`src/rtl/wb_b3_burst_master.sv`:
```
// Wishbone B3 registered-feedback initiator: one client command becomes a classic
// cycle or a linear/wrapping incrementing burst, with write-data and read-data streams.
module wb_b3_burst_master #(
    parameter int aw      = 16,
    parameter int dw      = 32,
    parameter int TIMEOUT = 255
) (
    input  logic          wb_clk_i,
    input  logic          wb_rst_i,
    input  logic          cmd_valid,
    output logic          cmd_ready,
    input  logic          cmd_we,
    input  logic [aw-1:0] cmd_adr,
    input  logic [4:0]    cmd_len,
    input  logic [1:0]    cmd_bte,
    input  logic [3:0]    cmd_sel,
    input  logic          wr_valid,
    output logic          wr_ready,
    input  logic [dw-1:0] wr_data,
    output logic          rd_valid,
    output logic [dw-1:0] rd_data,
    output logic          done,
    output logic          err,
    output logic [aw-1:0] wb_adr_o,
    output logic [1:0]    wb_bte_o,
    output logic [2:0]    wb_cti_o,
    output logic          wb_cyc_o,
    output logic          wb_stb_o,
    output logic          wb_we_o,
    output logic [3:0]    wb_sel_o,
    output logic [dw-1:0] wb_dat_o,
    input  logic          wb_ack_i,
    input  logic          wb_err_i,
    input  logic          wb_rty_i,
    input  logic [dw-1:0] wb_dat_i
);

    typedef enum logic {IDLE = 1'b0, BUS = 1'b1} state_t;

    localparam logic [7:0] TMO_LAST = 8'(TIMEOUT - 1);

    state_t        state_q;
    logic          cyc_q, we_q, wd_full_q, rd_valid_q, done_q, err_q;
    logic [aw-1:0] adr_q;
    logic [1:0]    bte_q;
    logic [2:0]    cti_q;
    logic [3:0]    sel_q;
    logic [4:0]    cnt_q, fetch_q;
    logic [7:0]    tmo_q;
    logic [dw-1:0] wd_q, rd_data_q;

    logic [4:0]    cmd_wrap_len;
    logic          cmd_bad, beat, fault, wr_fire;
    logic [aw-3:0] wrap_mask, word_inc, word_next;
    logic          adr_lsb_unused;

    assign adr_lsb_unused = ^cmd_adr[1:0];

    always_comb begin
        cmd_wrap_len = 5'd0;
        case (cmd_bte)
            2'b01:   cmd_wrap_len = 5'd4;
            2'b10:   cmd_wrap_len = 5'd8;
            2'b11:   cmd_wrap_len = 5'd16;
            default: cmd_wrap_len = 5'd0;
        endcase
        cmd_bad = (cmd_len == 5'd0) || (cmd_len > 5'd16) ||
                  ((cmd_bte != 2'b00) && (cmd_len != cmd_wrap_len));
    end

    // Wrapping bursts only advance the low word-address bits inside the wrap window.
    always_comb begin
        wrap_mask = '1;
        case (bte_q)
            2'b01:   wrap_mask = (aw-2)'(3);
            2'b10:   wrap_mask = (aw-2)'(7);
            2'b11:   wrap_mask = (aw-2)'(15);
            default: wrap_mask = '1;
        endcase
        word_inc  = adr_q[aw-1:2] + (aw-2)'(1);
        word_next = (adr_q[aw-1:2] & ~wrap_mask) | (word_inc & wrap_mask);
    end

    assign wb_stb_o = cyc_q & (~we_q | wd_full_q);
    assign beat     = wb_ack_i & wb_stb_o;
    assign fault    = wb_stb_o & (wb_err_i | wb_rty_i | (~wb_ack_i & (tmo_q == TMO_LAST)));
    // The holding register can refill in the same cycle its word is acked.
    assign wr_ready = cyc_q & we_q & (fetch_q != 5'd0) & (~wd_full_q | beat);
    assign wr_fire  = wr_valid & wr_ready;

    assign cmd_ready = (state_q == IDLE);
    assign wb_cyc_o  = cyc_q;
    assign wb_we_o   = we_q;
    assign wb_adr_o  = adr_q;
    assign wb_bte_o  = bte_q;
    assign wb_cti_o  = cti_q;
    assign wb_sel_o  = sel_q;
    assign wb_dat_o  = wd_q;
    assign rd_valid  = rd_valid_q;
    assign rd_data   = rd_data_q;
    assign done      = done_q;
    assign err       = err_q;

    always_ff @(posedge wb_clk_i or posedge wb_rst_i) begin
        if (wb_rst_i) begin
            state_q    <= IDLE;
            cyc_q      <= 1'b0;
            we_q       <= 1'b0;
            wd_full_q  <= 1'b0;
            rd_valid_q <= 1'b0;
            done_q     <= 1'b0;
            err_q      <= 1'b0;
            adr_q      <= '0;
            bte_q      <= 2'b00;
            cti_q      <= 3'b000;
            sel_q      <= 4'h0;
            cnt_q      <= 5'd0;
            fetch_q    <= 5'd0;
            tmo_q      <= 8'd0;
            wd_q       <= '0;
            rd_data_q  <= '0;
        end else begin
            done_q     <= 1'b0;
            err_q      <= 1'b0;
            rd_valid_q <= 1'b0;
            case (state_q)
                IDLE: begin
                    if (cmd_valid) begin
                        if (cmd_bad) begin
                            done_q <= 1'b1;
                            err_q  <= 1'b1;
                        end else begin
                            state_q   <= BUS;
                            cyc_q     <= 1'b1;
                            we_q      <= cmd_we;
                            adr_q     <= {cmd_adr[aw-1:2], 2'b00};
                            bte_q     <= cmd_bte;
                            sel_q     <= cmd_we ? cmd_sel : 4'hf;
                            cti_q     <= (cmd_len == 5'd1) ? 3'b000 : 3'b010;
                            cnt_q     <= cmd_len;
                            fetch_q   <= cmd_we ? cmd_len : 5'd0;
                            tmo_q     <= 8'd0;
                            wd_full_q <= 1'b0;
                        end
                    end
                end
                BUS: begin
                    if (fault) begin
                        state_q   <= IDLE;
                        cyc_q     <= 1'b0;
                        cti_q     <= 3'b000;
                        wd_full_q <= 1'b0;
                        done_q    <= 1'b1;
                        err_q     <= 1'b1;
                    end else begin
                        if (wr_fire) begin
                            wd_q      <= wr_data;
                            fetch_q   <= fetch_q - 5'd1;
                            wd_full_q <= 1'b1;
                        end else if (beat) begin
                            wd_full_q <= 1'b0;
                        end
                        if (beat) begin
                            tmo_q <= 8'd0;
                            cnt_q <= cnt_q - 5'd1;
                            adr_q <= {word_next, 2'b00};
                            if (!we_q) begin
                                rd_valid_q <= 1'b1;
                                rd_data_q  <= wb_dat_i;
                            end
                            if (cnt_q == 5'd1) begin
                                state_q   <= IDLE;
                                cyc_q     <= 1'b0;
                                cti_q     <= 3'b000;
                                wd_full_q <= 1'b0;
                                done_q    <= 1'b1;
                            end else if (cnt_q == 5'd2) begin
                                cti_q <= 3'b111;
                            end
                        end else if (wb_stb_o) begin
                            tmo_q <= tmo_q + 8'd1;
                        end
                    end
                end
                default: state_q <= IDLE;
            endcase
        end
    end

endmodule

```
`config.mk`:
```
export PLATFORM = sky130hd
export DESIGN_NAME = wb_b3_burst_master
export DESIGN_NICKNAME = d
export VERILOG_FILES = /design/src/rtl/wb_b3_burst_master.sv
export SDC_FILE = /design/constraint.sdc
export NUM_CORES = 1
export LEC_CHECK = 0
export ABC_AREA = 1
export BUFFER_PORTS_ARGS = -buffer_cell sky130_fd_sc_hd__buf_4
export CORE_ASPECT_RATIO = 0.75
export CORE_UTILIZATION = 50
export DETAILED_ROUTE_END_ITERATION = 6
export PLACE_DENSITY = 0.8
export SYNTH_ARGS = -nofsm -noshare
export SYNTH_HDL_FRONTEND = slang
export SYNTH_SLANG_ARGS = --single-unit
```
`constraint.sdc`:
```
create_clock -name wb_clk_i -period 4.1 [get_ports wb_clk_i]
set_input_delay 0.205 -clock wb_clk_i [delete_from_list [all_inputs] [get_ports wb_clk_i]]
set_output_delay 0.205 -clock wb_clk_i [all_outputs]
set_load 0.02 [all_outputs]
```
# Word level (Yosys, flattened, before mapping)
# Cells that the tools add are included.
# word_totals
output_inout_bits	97
elab_cells	143
inputBits	99
register_bits	114
# classes
muxes	65
order_cmp	1
bitwise_logic	22
n_eq_ne	20
add_sub_neg	4
n_reduce_logical	15
# ops
op	count
$mux W16	4
$mux W5	9
$pmux W14 S3	1
$mux W8	5
$pmux W16 S2	1
$and A14 B14 Y14	2
$mux W1	27
$reduce_and A4 Y1	6
$pmux W5 S2	2
$mux W3	6
$pmux W8 S2	1
$pmux W5 S3	1
$add A14 B1 Y14 const B	1
$not A14 Y14	1
$or A14 B14 Y14	1
$eq A5 B1 Y1 const B	2
$pmux W1 S2	5
$sub A5 B1 Y5 const B	2
$add A8 B1 Y8 const B	1
$and A1 B1 Y1	8
$eq A2 B2 Y1 const B	4
$eq A8 B8 Y1 const B	1
$ne A2 B2 Y1 const B	3
$ne A3 B1 Y1 const B	2
other kinds (19)	31

# Logic depth before layout (Yosys ltp)
# depth
word_depth	12
depth_mapped	12
ltp_nobuf	12

# Worst setup path after synthesis
# No wires, ideal clock.
# synth_timing
path_type	register -> register
from	register cyc_q (netlist: wb_cyc_o)
to	register wd_q[0] (netlist: wb_dat_o[0])
stages_incl_launch_ff	10
arrival_time_ps	1796
n_path_buf	2
required_ps	3984
slack_ps	2188
period_less_slack_ps	1912
cell_sequence	dfrtp_1 > inv_1 > a21oi_4 > nand2_4 > a21oi_2 > nand3_2 > buf_6 > buf_6 > nand2_1 > nand2_1
# synth_via
elab_chain_len	6
# synth_rtl
element	line	rtl
from (decl)	43	logic cyc_q, we_q, wd_full_q, rd_valid_q, done_q, err_q;
from (signal assigned)	107	cyc_q <= 1'b0;
from (signal assigned)	134	cyc_q <= 1'b1;
from (signal assigned)	150	cyc_q <= 1'b0;
$and A1 B1 Y1	84	assign wb_stb_o = cyc_q & (~we_q | wd_full_q);
net wb_stb_o	28	output logic wb_stb_o,
$and A1 B1 Y1	85	assign beat = wb_ack_i & wb_stb_o;
$or A1 B1 Y1	88	assign wr_ready = cyc_q & we_q & (fetch_q != 5'd0) & (~wd_full_q | beat);
$and A1 B1 Y1	88	
net wr_ready	18	output logic wr_ready,
$and A1 B1 Y1	89	assign wr_fire = wr_valid & wr_ready;
$reduce_and A3 Y1 (no line)	-	
to (signal assigned)	157	wd_q <= wr_data;
to (decl)	50	logic [dw-1:0] wd_q, rd_data_q;
# The timed path passes the listed nets, and every way through them passes these cells.
# A chain may end at the register's enable or synchronous reset.

# Final worst setup path
# layout_timing
from	register tmo_q[0]
to	register wd_q[21] (netlist: wb_dat_o[21])
# layout_via
elab_chain_len	6
# layout_rtl
element	line	rtl
from (decl)	49	logic [7:0] tmo_q;
from (signal assigned)	181	tmo_q <= tmo_q + 8'd1;
$eq A8 B8 Y1	86	assign fault = wb_stb_o & (wb_err_i | wb_rty_i | (~wb_ack_i & (tmo_q == TMO_LAST)));
$and A1 B1 Y1	86	
$or A1 B1 Y1	86	
$and A1 B1 Y1	86	
$not A1 Y1 (no line)	-	
$reduce_and A3 Y1 (no line)	-	
# Every way passes these cells.

==> metrics.csv <==
metric;value;unit
critical_path.max_stage_delay;0.43;ns
worst-r2r-cell-count;12;
cts_buffers;9;
syn_area;5430;sq um
placementRows;32;
chipHeight;92.2;um
htree_levels;3;
timing.max_cap.violations;0;
hold_depth;3;
grt_start_max_net_pins;83;
finClkSkew;0.00582;ns
timing.critical_path.fanout_max;33;
routed_wire_length_per_instance;13.8;um
clock_root_buffer;sky130_fd_sc_hd__clkbuf_16;
post_cts_buffers;0;
switchingPower;2.18;mW
run_status;finished clean;
max_clock_freq;408;MHz
irDropWorstVdd;0.353;mV
remaining_drc_errors;0;
design.core.area;10400;sq um
via_count_of_the_first_global_routing_pass;4754;
cts_resized;0;
critPathMostFrequentCell;sky130_fd_sc_hd__nand2_1;
yosys_most_used_dff;sky130_fd_sc_hd__dfrtp_1;
synth_seq_cells;111;
combPwrFrac;45.8;%
design.die.area;11300;sq um
drtIter0Drc;417;
startpoint;tmo_q[0]$_DFFE_PP0P_;
final-hold-violation-count;0;
tritoncts;done;
timing.final.crit_period;2.45;ns
internal_power;2.98;mW
route.layer.met1.wl;6.28;mm
met3_length;995;um
critPathArrivalTime;2.74;ns
mostFrequentLayoutCell;sky130_fd_sc_hd__nand2_1;
dr_total_vias;5269;
post_synth.cell_area_avg;7.63;sq um
area.growth.synth_to_final;32.7;%
post_synth_edffs;0;
dp_hpwl;10.3;mm
area.sequential;2780;sq um
critical_path.cell_chain;inv_1 -> ha_1 -> nand2_1 -> nor2_1 -> nand2_1 -> nand2_1 -> a21oi_1 -> nand3_2 -> buf_4 -> inv_2 -> nand2_1 -> nand2_1;
cts_hold_buf;0;
timing.critical_path.slowest_stage_cell;sky130_fd_sc_hd__inv_2;
n_antenna_cell;0;
initial_core_util;52.1;%
cp-start-kind;flop;
dr.max_layer_used;met4;
required;4.39;ns
grt_util_all_layers;25.9;%
worst_setup_path_end_kind;flop;
finish.utilization;69.2;%
final_cells;1033;
slew_headroom;32.8;%
post_route_cells_drive_above_1_share;25.1;%
cellPowerDensity;717;nW/um^2
detailedPlace.worstSlack;1.73;ns
synth_top_cell_area_share;51.2;%
finish.net_count;1001;
portBuffers;191;
dp_cells;1017;
sequentialPowerShare;37.7;%
dpl_cell_area;6910;sq um
global_route_wire_length_before_repair;22.7;mm
io_pins;196;
post_synth_main_area_contributors;sky130_fd_sc_hd__dfrtp_1 (51%), sky130_fd_sc_hd__nand2_1 (24%), sky130_fd_sc_hd__nand3_1 (4.4%);
synth-async-reset-ratio;100;%
seq_area_frac_synth;51.2;%
finish.instance_area;7200;sq um
drt-pass1-iter-count;5;
grt_setup_unrepaired;no;
most-common-layout-cells;sky130_fd_sc_hd__nand2_1 (346), sky130_fd_sc_hd__buf_4 (197), sky130_fd_sc_hd__dfrtp_1 (111);
max_slew.worst_pin.slew;1.01;ns
post_synth_inst_count;711;
cts.clk_slew.worst_paths;0.07;ns
gp_congestion;0.875;
clockPowerShare;16.5;%
cts_num_sinks;111;
leakage_power_figure;3.96;nW
antenna_violations_before_repair;0;
total_grt_overflow;0;
switching_share_of_total_power;42.3;%
hold_path_class;primary input to flop;
timing.final.crit_share;59.8;%
final.setup.worst_slack;1.65;ns
worst_r2r_startpoint;tmo_q[0]$_DFFE_PP0P_;
fillCellCount;849;
total_power;5.16;mW
setup_tns;0;ns
ys_warn_count;0;
hold-worst-slack;0.0409;ns
ant_nets;0;
hold_start;wb_dat_i[30];
worstSkewPairLatency;0.35;ns
clk_path_buf_depth;2;
number_of_library_cell_types_mapped_by_synthesis;32;
multiInputGateArea;2330;sq um
die_width;122;um
worstSetupPathType;flop to flop;
met2_length;6.73;mm
slew_viol_final;0;
setup_viol;0;
postRouteWirelength;14.3;mm
vias_per_cell;5.10;
synth_largest_area_cell;sky130_fd_sc_hd__dfrtp_1;
[logic make-up after synthesis]
family | Yosys count | synth area share, %
simple gates | 455 | 33.7
flops | 111 | 51.2
buf+inv | 68 | 5.90
compound gates | 62 | 6.23
fa+ha+maj | 10 | 2.31
xor+xnor | 4 | 0.646
other cells | 1 | 0.0691
[per-layer routing]
metal / vias up / global-route usage [%]
li1: 2594 / -
met1: 2461 / 34.5
met5: - / 0
met4: 0 / 8.94
met2: 194 / 41.4
met3: 20 / 5.91
[power groups by stage]
stage	clock [mW]	combinational (mW)	sequential [mW]
global placement	0	2.31	1.93
floorplan	0	0.860	2.42
CTS	0.875	2.38	1.94
global route	0.915	2.59	2.01
finish	0.852	2.36	1.95
detailed placement	0	2.37	1.96
[critical path, delay by kind of cell, from the launching register on]
family	cells	cell delay, ns
fa+ha+maj	1	0.20
compound gates	1	0.26
simple gates	7	0.68
buf+inv	3	0.82
flops	1	0.40
[final timing paths]
check                                            to  slack [ns]
max                        wb_dat_o[21]$_DFFE_PP0P_        1.65
max reg2reg                wb_dat_o[21]$_DFFE_PP0P_        1.65
min reg2reg                wb_dat_o[10]$_DFFE_PP0P_        0.48
min                         rd_data[30]$_DFFE_PP0P_        0.04
max in group asynchronous   wb_dat_o[0]$_DFFE_PP0P_        3.03
min in group asynchronous    rd_data[7]$_DFFE_PP0P_        0.08
[layout make-up]
class / instances / area share [%]
well taps: 136 / 2.36
repair buffers: 197 / 20.5
inverters: 40 / 2.12
clock inverters: 6 / 0.712
multi-input cells: 533 / 32.4
clock buffers: 10 / 3.32
flip-flops and latches: 111 / 38.6
[Yosys cell counts (7+ instances only)]
master                       n
sky130_fd_sc_hd__clkbuf_1    7
sky130_fd_sc_hd__o21ai_0    42
sky130_fd_sc_hd__ha_1       10
sky130_fd_sc_hd__buf_2       7
sky130_fd_sc_hd__a21oi_1    12
sky130_fd_sc_hd__nand3_1    48
sky130_fd_sc_hd__nor2_1     41
sky130_fd_sc_hd__inv_1      36
sky130_fd_sc_hd__nand4_1     7
sky130_fd_sc_hd__buf_4       9
sky130_fd_sc_hd__nand2_1   346
sky130_fd_sc_hd__dfrtp_1   111
No activity file was read; power rests on OpenSTA's default activity.
